`src/rtl/iic_pkg.sv`:
```
// Shared I2C definitions used by the slave receiver and the master side.
//   BYTE_W    : bits per I2C byte
//   ACK_BIT   : bit index of the acknowledge slot (0-based, after BYTE_W data bits)
//   CNT_W     : width of a bit counter that spans 0..ACK_BIT
//   iic_state_e : receiver frame-decode states
package iic_pkg;

    localparam int unsigned BYTE_W  = 8;
    localparam int unsigned ACK_BIT = 8;
    localparam int unsigned CNT_W   = 4;

    typedef enum logic [2:0] {
        StIdle,
        StChip,
        StReg,
        StData,
        StIgnore
    } iic_state_e;

endpackage

```
`src/rtl/iics_sync.sv`:
```
// Synchronizes scl/sda into the clk domain and detects bus events.
//   clk, rstn          : system clock, synchronous active-low reset
//   scl, sda           : raw I2C pins, asynchronous to clk
//   sda_q              : synchronized sda (current sample)
//   scl_rise, scl_fall : one-cycle scl edge pulses
//   start_det          : sda fell while scl held high
//   stop_det           : sda rose while scl held high
// Events are suppressed until the synchronizer and history flops hold real
// pin samples again after reset, so a reset mid-frame cannot fake a START.
module iics_sync #(
    parameter int unsigned SYNC_STAGES = 2
) (
    input  logic clk,
    input  logic rstn,
    input  logic scl,
    input  logic sda,
    output logic sda_q,
    output logic scl_rise,
    output logic scl_fall,
    output logic start_det,
    output logic stop_det
);

    logic [SYNC_STAGES-1:0] scl_sync;
    logic [SYNC_STAGES-1:0] sda_sync;
    logic                   scl_p;
    logic                   sda_p;
    logic                   scl_q;
    logic [SYNC_STAGES:0]   primed;
    logic                   valid;

    always_ff @(posedge clk) begin
        if (!rstn) begin
            scl_sync <= '1;
            sda_sync <= '1;
            scl_p    <= 1'b1;
            sda_p    <= 1'b1;
            primed   <= '0;
        end else begin
            scl_sync <= {scl_sync[SYNC_STAGES-2:0], scl};
            sda_sync <= {sda_sync[SYNC_STAGES-2:0], sda};
            scl_p    <= scl_sync[SYNC_STAGES-1];
            sda_p    <= sda_sync[SYNC_STAGES-1];
            primed   <= {primed[SYNC_STAGES-1:0], 1'b1};
        end
    end

    assign scl_q = scl_sync[SYNC_STAGES-1];
    assign sda_q = sda_sync[SYNC_STAGES-1];
    assign valid = primed[SYNC_STAGES];

    // scl stable high on both samples excludes same-cycle scl/sda changes
    assign scl_rise  = valid & ~scl_p & scl_q;
    assign scl_fall  = valid & scl_p & ~scl_q;
    assign start_det = valid & scl_p & scl_q & sda_p & ~sda_q;
    assign stop_det  = valid & scl_p & scl_q & ~sda_p & sda_q;

endmodule

```
`src/rtl/iics_rx.sv`:
```
// I2C write-only slave receiver. Decodes START, chip byte, register byte,
// data bytes..., STOP and emits one wr_valid strobe per data byte.
//   clk, rstn  : system clock, synchronous active-low reset
//   scl, sda   : I2C pins from the master (asynchronous)
//   reg_addr   : register pointer, valid with wr_valid; auto-increments
//   reg_data   : received data byte, valid with wr_valid
//   wr_valid   : one-cycle strobe per accepted data byte
//   busy       : high from START until STOP or abort
//   err        : one-cycle pulse when START/STOP cuts a byte short
//   sda_ack_n  : active-low ACK drive (only when IICS_ACK_EN is defined)
// Build option: define IICS_ACK_EN to generate the ACK driver.
module iics_rx
    import iic_pkg::*;
#(
    parameter logic [7:0]  CHIP_ADDR   = 8'hD0,
    parameter int unsigned SYNC_STAGES = 2
) (
    input  logic       clk,
    input  logic       rstn,
    input  logic       scl,
    input  logic       sda,
    output logic [7:0] reg_addr,
    output logic [7:0] reg_data,
    output logic       wr_valid,
    output logic       busy,
    output logic       err,
    output logic       sda_ack_n
);

    localparam logic [CNT_W-1:0] CntLast = CNT_W'(BYTE_W - 1);
    localparam logic [CNT_W-1:0] CntAck  = CNT_W'(ACK_BIT);

    logic sda_q, scl_rise, scl_fall, start_det, stop_det;

    iics_sync #(
        .SYNC_STAGES(SYNC_STAGES)
    ) u_sync (
        .clk      (clk),
        .rstn     (rstn),
        .scl      (scl),
        .sda      (sda),
        .sda_q    (sda_q),
        .scl_rise (scl_rise),
        .scl_fall (scl_fall),
        .start_det(start_det),
        .stop_det (stop_det)
    );

    iic_state_e        state_q, state_d;
    logic [CNT_W-1:0]  bit_cnt_q, bit_cnt_d;
    logic [BYTE_W-1:0] shift_q, shift_d;
    logic              pend_q, pend_d;
    logic              match_q, match_d;
    logic [7:0]        reg_addr_q, reg_addr_d;
    logic [7:0]        reg_data_q, reg_data_d;
    logic              wr_valid_q, wr_valid_d;
    logic              err_q, err_d;
    logic [BYTE_W-1:0] byte_in;
    logic              in_byte;

    assign byte_in = {shift_q[BYTE_W-2:0], sda_q};
    assign in_byte = (state_q == StChip) || (state_q == StReg) || (state_q == StData);

    always_ff @(posedge clk) begin
        if (!rstn) begin
            state_q    <= StIdle;
            bit_cnt_q  <= '0;
            shift_q    <= '0;
            pend_q     <= 1'b0;
            match_q    <= 1'b0;
            reg_addr_q <= '0;
            reg_data_q <= '0;
            wr_valid_q <= 1'b0;
            err_q      <= 1'b0;
        end else begin
            state_q    <= state_d;
            bit_cnt_q  <= bit_cnt_d;
            shift_q    <= shift_d;
            pend_q     <= pend_d;
            match_q    <= match_d;
            reg_addr_q <= reg_addr_d;
            reg_data_q <= reg_data_d;
            wr_valid_q <= wr_valid_d;
            err_q      <= err_d;
        end
    end

    // A bit is counted on the scl fall that closes it; pend_q marks that its
    // rise was seen. The START/STOP clock pulse has a rise but no fall, so it
    // never counts as a bit and never makes a complete frame look partial.
    always_comb begin
        state_d    = state_q;
        bit_cnt_d  = bit_cnt_q;
        shift_d    = shift_q;
        pend_d     = pend_q;
        match_d    = match_q;
        reg_addr_d = reg_addr_q;
        reg_data_d = reg_data_q;
        wr_valid_d = 1'b0;
        err_d      = 1'b0;

        if (wr_valid_q) begin
            reg_addr_d = reg_addr_q + 8'd1;
        end

        if (start_det || stop_det) begin
            err_d     = in_byte && (bit_cnt_q != '0);
            bit_cnt_d = '0;
            pend_d    = 1'b0;
            state_d   = start_det ? StChip : StIdle;
        end else if (in_byte) begin
            if (scl_rise) begin
                pend_d = 1'b1;
                if (bit_cnt_q < CntAck) begin
                    shift_d = byte_in;
                    if (bit_cnt_q == CntLast) begin
                        case (state_q)
                            StChip: match_d = (byte_in == CHIP_ADDR);
                            StReg:  reg_addr_d = byte_in;
                            StData: begin
                                reg_data_d = byte_in;
                                wr_valid_d = 1'b1;
                            end
                            default: ;
                        endcase
                    end
                end
            end
            if (scl_fall && pend_q) begin
                pend_d = 1'b0;
                if (bit_cnt_q == CntAck) begin
                    bit_cnt_d = '0;
                    case (state_q)
                        StChip:  state_d = match_q ? StReg : StIgnore;
                        StReg:   state_d = StData;
                        default: ;
                    endcase
                end else begin
                    bit_cnt_d = bit_cnt_q + CNT_W'(1);
                end
            end
        end
    end

`ifdef IICS_ACK_EN
    logic ack_q, ack_d;

    // Drive ACK from the fall ending the last data bit to the fall ending the
    // ACK slot; a mismatched chip byte is never acknowledged.
    always_comb begin
        ack_d = ack_q;
        if (start_det || stop_det || !in_byte) begin
            ack_d = 1'b0;
        end else if (scl_fall && pend_q) begin
            if (bit_cnt_q == CntLast) begin
                ack_d = (state_q != StChip) || match_q;
            end else if (bit_cnt_q == CntAck) begin
                ack_d = 1'b0;
            end
        end
    end

    always_ff @(posedge clk) begin
        if (!rstn) begin
            ack_q <= 1'b0;
        end else begin
            ack_q <= ack_d;
        end
    end

    assign sda_ack_n = ~ack_q;
`else
    assign sda_ack_n = 1'b1;
`endif

    assign reg_addr = reg_addr_q;
    assign reg_data = reg_data_q;
    assign wr_valid = wr_valid_q;
    assign err      = err_q;
    assign busy     = (state_q != StIdle);

endmodule

```
`config.mk`:
```
export PLATFORM = sky130hd
export DESIGN_NAME = iics_rx
export DESIGN_NICKNAME = d
export VERILOG_FILES = /design/src/rtl/iic_pkg.sv /design/src/rtl/iics_sync.sv /design/src/rtl/iics_rx.sv
export SDC_FILE = /design/constraint.sdc
export NUM_CORES = 1
export LEC_CHECK = 0
export CAP_MARGIN = 20
export CORE_ASPECT_RATIO = 0.8
export CORE_MARGIN = 4
export CORE_UTILIZATION = 45
export CTS_CLUSTER_SIZE = 14
export DETAILED_ROUTE_END_ITERATION = 10
export PLACE_DENSITY = 0.78
export SETUP_SLACK_MARGIN = 0.05
export SLEW_MARGIN = 10
export SYNTH_ARGS = -nofsm -noshare
export SYNTH_HDL_FRONTEND = slang
export SYNTH_SLANG_ARGS = --single-unit
export TNS_END_PERCENT = 100
```
`constraint.sdc`:
```
create_clock -name clk -period 1.85 [get_ports clk]
set_input_delay 0.2775 -clock clk [delete_from_list [all_inputs] [get_ports clk]]
set_output_delay 0.2775 -clock clk [all_outputs]
set_load 0.1 [all_outputs]
```
# Word level (Yosys, flattened, before mapping)
# Index checks and enable logic that the tools add are counted.
word_totals:
  register_bits: 43
  out_inout_bits: 20
op_classes:
  addsub: 2
  magnitude_cmp: 1
  n_eq_ne: 6
  n_mux: 19
  n_bitwise: 19
  n_reduce_logical: 21
op_table:
  columns: ["operator", "count"]
  rows:
  - ["8-bit 2-to-1 mux", 7]
  - ["3-bit 2-to-1 mux", 5]
  - ["6-bit AND reduction", 2]
  - ["1-bit inverter", 10]
  - ["1-bit bitwise AND", 9]
  - ["8-bit by 1-bit adder with 8-bit output, second input constant", 1]
  - ["8-bit equality test, second input constant", 1]
  - ["4-bit AND reduction", 2]
  - ["2-bit nonzero test", 4]
  - ["3-bit by 2-bit equality test with 1-bit output, second input constant", 2]
  - ["3-bit case mux with 2 select lines", 1]
  - ["2-bit AND reduction", 3]
  - ["3-bit nonzero test", 2]
  - ["6-bit OR reduction", 1]
  - ["1-bit 2-to-1 mux", 5]
  - ["4-bit by 1-bit adder with 4-bit output, second input constant", 1]
  - ["4-bit by 3-bit equality test with 1-bit output, second input constant", 1]
  - ["4-bit equality test, second input constant", 1]
  - ["4-bit < comparator, second input constant", 1]
  - ["4-bit 2-to-1 mux", 1]
  - ["4-bit nonzero test", 1]
  - ["3-bit by 1-bit equality test with 1-bit output, second input constant", 1]
  - ["1-bit logical OR", 3]
  - ["1-bit logical AND", 2]
  - ["2-bit OR reduction", 1]

# Longest topological paths before layout
# Gate-level depths: netlist of run 1.
logic_depth:
  ltp_word: 8
  ltp_mapped: 6
  mapped_depth_nobuf: 6

# Hierarchy
# Synthesis of run 1 repeated with hierarchy kept, for this count alone.
hier_totals:
  hier_cells: 188
  area_unflattened_um2: 1846.8
by_module_without_submodules:
  columns: ["module", "instances", "cells_each", "area_each_um2", "seq_area_each_um2"]
  rows:
  - ["iics_rx", 1, 165, 1564.0, 680.7]
  - ["iics_sync", 1, 23, 282.8, 180.2]

# Least setup slack after synthesis of run 1
# No wires, ideal clock.
synth_timing:
  path_type: "register -> register"
  from: "register wr_valid_q, in the netlist wr_valid"
  to: "register reg_addr_q[5], in the netlist reg_addr[5]"
  setup_ps: 86
  arrival_ps: 1881
  slack_ps: -117
  path_stages_with_launch: 5
  path_buffers: 0
  synth_period_minus_slack_ps: 1967
  cell_sequence: "dfxtp_1 and3_1 nand4_1 xor2_1 a211oi_1"
synth_via:
  elab_chain_cells: 7
synth_rtl:
  columns: ["element", "line_no", "source"]
  rows:
  - ["from (decl)", "iics_rx.sv:56", "logic wr_valid_q, wr_valid_d;"]
  - ["from (signal assigned)", "iics_rx.sv:83", "wr_valid_q <= wr_valid_d;"]
  - ["8-bit 2-to-1 mux (*)", "iics_rx.sv:102", "if (wr_valid_q) begin"]
  - ["8-bit 2-to-1 mux", "iics_rx.sv:117", "case (state_q)"]
  - ["8-bit 2-to-1 mux", "iics_rx.sv:116", "if (bit_cnt_q == CntLast) begin"]
  - ["8-bit 2-to-1 mux", "iics_rx.sv:114", "if (bit_cnt_q < CntAck) begin"]
  - ["8-bit 2-to-1 mux", "iics_rx.sv:112", "if (scl_rise) begin"]
  - ["8-bit 2-to-1 mux", "iics_rx.sv:111", "end else if (in_byte) begin"]
  - ["8-bit 2-to-1 mux (*)", "iics_rx.sv:106", "if (start_det || stop_det) begin"]
  - ["to (signal assigned)", "iics_rx.sv:81", "reg_addr_q <= reg_addr_d;"]
  - ["to (decl)", "iics_rx.sv:54", "logic [7:0] reg_addr_q, reg_addr_d;"]
# Every way passes the cells marked *; elsewhere a longest branch is shown, timed or not.
# A chain may end at the register's enable or synchronous reset.

# Worst setup path in the final report of run 1
layout_timing:
  from: "register state_q[1]"
  to: "output busy"
layout_via:
  elab_chain_cells: 1
layout_rtl:
  columns: ["element", "line_no", "source"]
  rows:
  - ["from (decl)", "iics_rx.sv:49", "iic_state_e state_q, state_d;"]
  - ["from (signal assigned)", "iics_rx.sv:66", "state_q <= StIdle;"]
  - ["from (signal assigned)", "iics_rx.sv:76", "state_q <= state_d;"]
  - ["3-bit nonzero test", "iics_rx.sv:180", "assign busy = (state_q != StIdle);"]
  - ["to (decl)", "iics_rx.sv:25", "output logic busy,"]
# No other way between the ends.

==> flow_summary.ini, run 1 <==
[placement]
placed_cells = 274
hpwl_um = 2461
gp_congestion = 0.7783
placed_area_sq_mm = 0.002116
dp_slack_ns = 0.2480
io_buffers = 22

[die]
die_h_um = 64.85
dieArea_sq_mm = 0.005127
initial_core_util = 0.4718
placementRows = 20
num_io_pins = 24
fp.coreArea_sq_mm = 0.003854
die_w_um = 79.07

[clock_tree]
post-cts-setup-buffers = 0
clkLatencyLatePin_ns = 0.29
clock-sinks = 43
cts_buffers = 5
cts_buffer_depth = 2
clk_pin_slew_ns = 0.08
cts-root-buf = clkbuf_8
hold_buffers = 0
htreeDepth = 2
cts-resized-gates = 0
cts_tree = yes

[timing]
final_max_slew_viol_count = 0
fmax_mhz = 630.7
fin_crit_sh = 0.8570
timing.final.hold_violations = 0
finalClockSkew_ns = 0.006957
tns_ns = 0
fin_crit_ns = 1.586
rsz0062_at_grt = false
setup_violations = 0
setup_ws_ns = 0.2645
hold_ws_ns = 0.4130

[synth]
syn_area_per_cell_sq_um = 9.090
yosysUniqueCellTypes = 38
syn_area_sq_mm = 0.001818
synth-async-reset-ratio = 0
synth_seq_cells = 43
syn_inst = 200
synth_ff_type = dfxtp_1
synth_edf_count = 0
seq_area_frac_synth = 0.4735
synth.net_count = 207
ys_warn_count = 0

[global_route]
grt_overflow = 0
first_global_vias = 1300
antenna_found_initial = 0
grt_pass1_wl_um = 5823
grt_max_degree = 27
track_usage = 0.1438

[critical_path]
crit_chain = buf_4 > or3_1 > buf_12
reg2reg_slack_ns = 0.30
cp-end-kind = output port
crit_path_start_kind = flip-flop
r2r_start = u_sync.scl_p
reg2reg_depth = 4
crit_type = flip-flop to output port
cp.arrival_ns = 1.31
slowest_delay_ns = 0.36
cp_max_fo = 7
r2r_end = reg_addr[7]
required_ns = 1.57
crit_slowest_cell = or3_1

[drt]
first_iter_violations = 128
wl_per_cell_um = 12.01
ant_nets = 0
vias = 1420
wl_um = 3374
drt_pass1_iterations = 4
remaining_drc_errors = 0
via_per_inst = 5.053

[power_and_ir_drop]
ir_drop_v = 0.0004191
intPower_mw = 1.245
pwr-share-clk = 0.374
power_switching_share = 0.2149
p_leak_nw = 0.8504
p_seq_frac = 0.593
p_sw_mw = 0.3408
combPwrFrac = 0.034
power.density_mw_per_mm2 = 719.7

[finish]
drive_gt1_frac = 0.1726
area_growth_pct = 21.20
finalNonFillerCells = 281
fin_area_sq_mm = 0.002203
mostFrequentLayoutCell = dfxtp_1
final_cell_mix = dfxtp_1, nor2_1, buf_4, nand2_1, nand3_1
num-fill-cells = 359
n_antenna_cell = 0
final_nets = 233

[worst_hold_path]
hp-start = u_sync.scl_sync[0]
hold_end = u_sync.scl_sync[1]
hp-class = flip-flop to flip-flop
holdPathStages = 1

[job]
maxCapViolCount = 0

[run_status]
outcome = finished clean
worst max-delay path, delay by kind of cell, from the launching register on:
kind	cells	cell delay, ns
flops	1	0.31
simple gates	1	0.36
buf+inv	2	0.34
worst max-delay path by stage:
| stage | start | endpoint | slack, ns | cells after the start |
|---|---|---|---|---|
| final | state_q[1] | busy | 0.26 | 3 |
| after global routing | bit_cnt_q[1] | reg_addr[7] | 0.13 | 5 |
| after CTS | state_q[1] | busy | 0.25 | 3 |
| after detailed placement | rstn | bit_cnt_q[3] | 0.25 | 4 |
| after global placement | rstn | reg_addr[0] | 0.29 | 4 |
| after floorplan | reg_addr[4] | reg_addr[7] | 0.09 | 4 |
power groups by stage:
stage          Sequential, mW  Combinational, mW  Clock (mW)
5_1_grt                 0.941             0.0580       0.652
3_3_place_gp            0.961             0.0528           0
4_1_cts                 0.940             0.0538       0.609
3_5_place_dp            0.962             0.0539           0
2_1_floorplan           0.959             0.0405           0
6_report                0.940             0.0537       0.592
registers in the layout, summed over array words and instances, names as in the netlist, 2 cells and up:
name / cells
reg_addr: 8
reg_data: 8
shift_q: 7
bit_cnt_q: 4
state_q: 3
u_sync.primed: 3
u_sync.scl_sync: 2
u_sync.sda_sync: 2
Yosys cell counts, types with 4 or more instances:
cell / count / share of area
a211oi_1: 6 / 0.025
a21oi_1: 8 / 0.022
buf_2: 4 / 0.011
clkbuf_1: 4 / 0.0083
dfxtp_1: 43 / 0.47
mux2i_1: 10 / 0.055
nand2_1: 19 / 0.039
nand2b_1: 10 / 0.034
nand3_1: 13 / 0.036
nand4_1: 4 / 0.014
nor2_1: 21 / 0.043
nor3_1: 4 / 0.011
o21ai_0: 4 / 0.011
o21ai_1: 10 / 0.028
xor2_1: 6 / 0.029
metal layers:
layer,vias up,GRT usage,wire [um]
met3,5,0.04444,248
met4,0,0.06223,49
met5,-,0,0
li1,741,-,-
met2,42,0.1870,1281
met1,632,0.2137,1794
cell families after synthesis:
group,count (synthesis),share of synthesized area
AO/OA/AOI/OAI,34,0.1149
XOR/XNOR,8,0.03854
adder cells (fa/ha/maj),3,0.02065
buffers and inverters,12,0.02959
flip-flops,43,0.4735
multiplexers,11,0.06125
other,1,0.002063
AND/OR/NAND/NOR,88,0.2595
final cells by class:
type                       instances  area [sq um]  share of cell area
clock inverter                     1         5.005            0.002271
inverter                           3         11.26            0.005111
sequential                        43         864.6              0.3924
multi-input combinational        145         903.4              0.4100
timing repair buffer              28         267.8              0.1215
clock buffer                       6         82.58             0.03748
tap                               55         68.82             0.03123
metrics by stage:
step	utilization	total power, mW
after detailed placement	0.5490	1.015
after global placement	0.5490	1.014
after floorplan	-	0.9994
after CTS	0.5718	1.603
after global routing	0.5718	1.651
final	0.5718	1.586
Note: power is estimated with default switching activity, not from simulation.
==> inputs of run 2 (changes only) <==
Settings changed: CTS_CLUSTER_SIZE 14 to unset.
==> results of run 2 <==
Same layout as run 1: the final DEF is identical, and so are final timing and power.
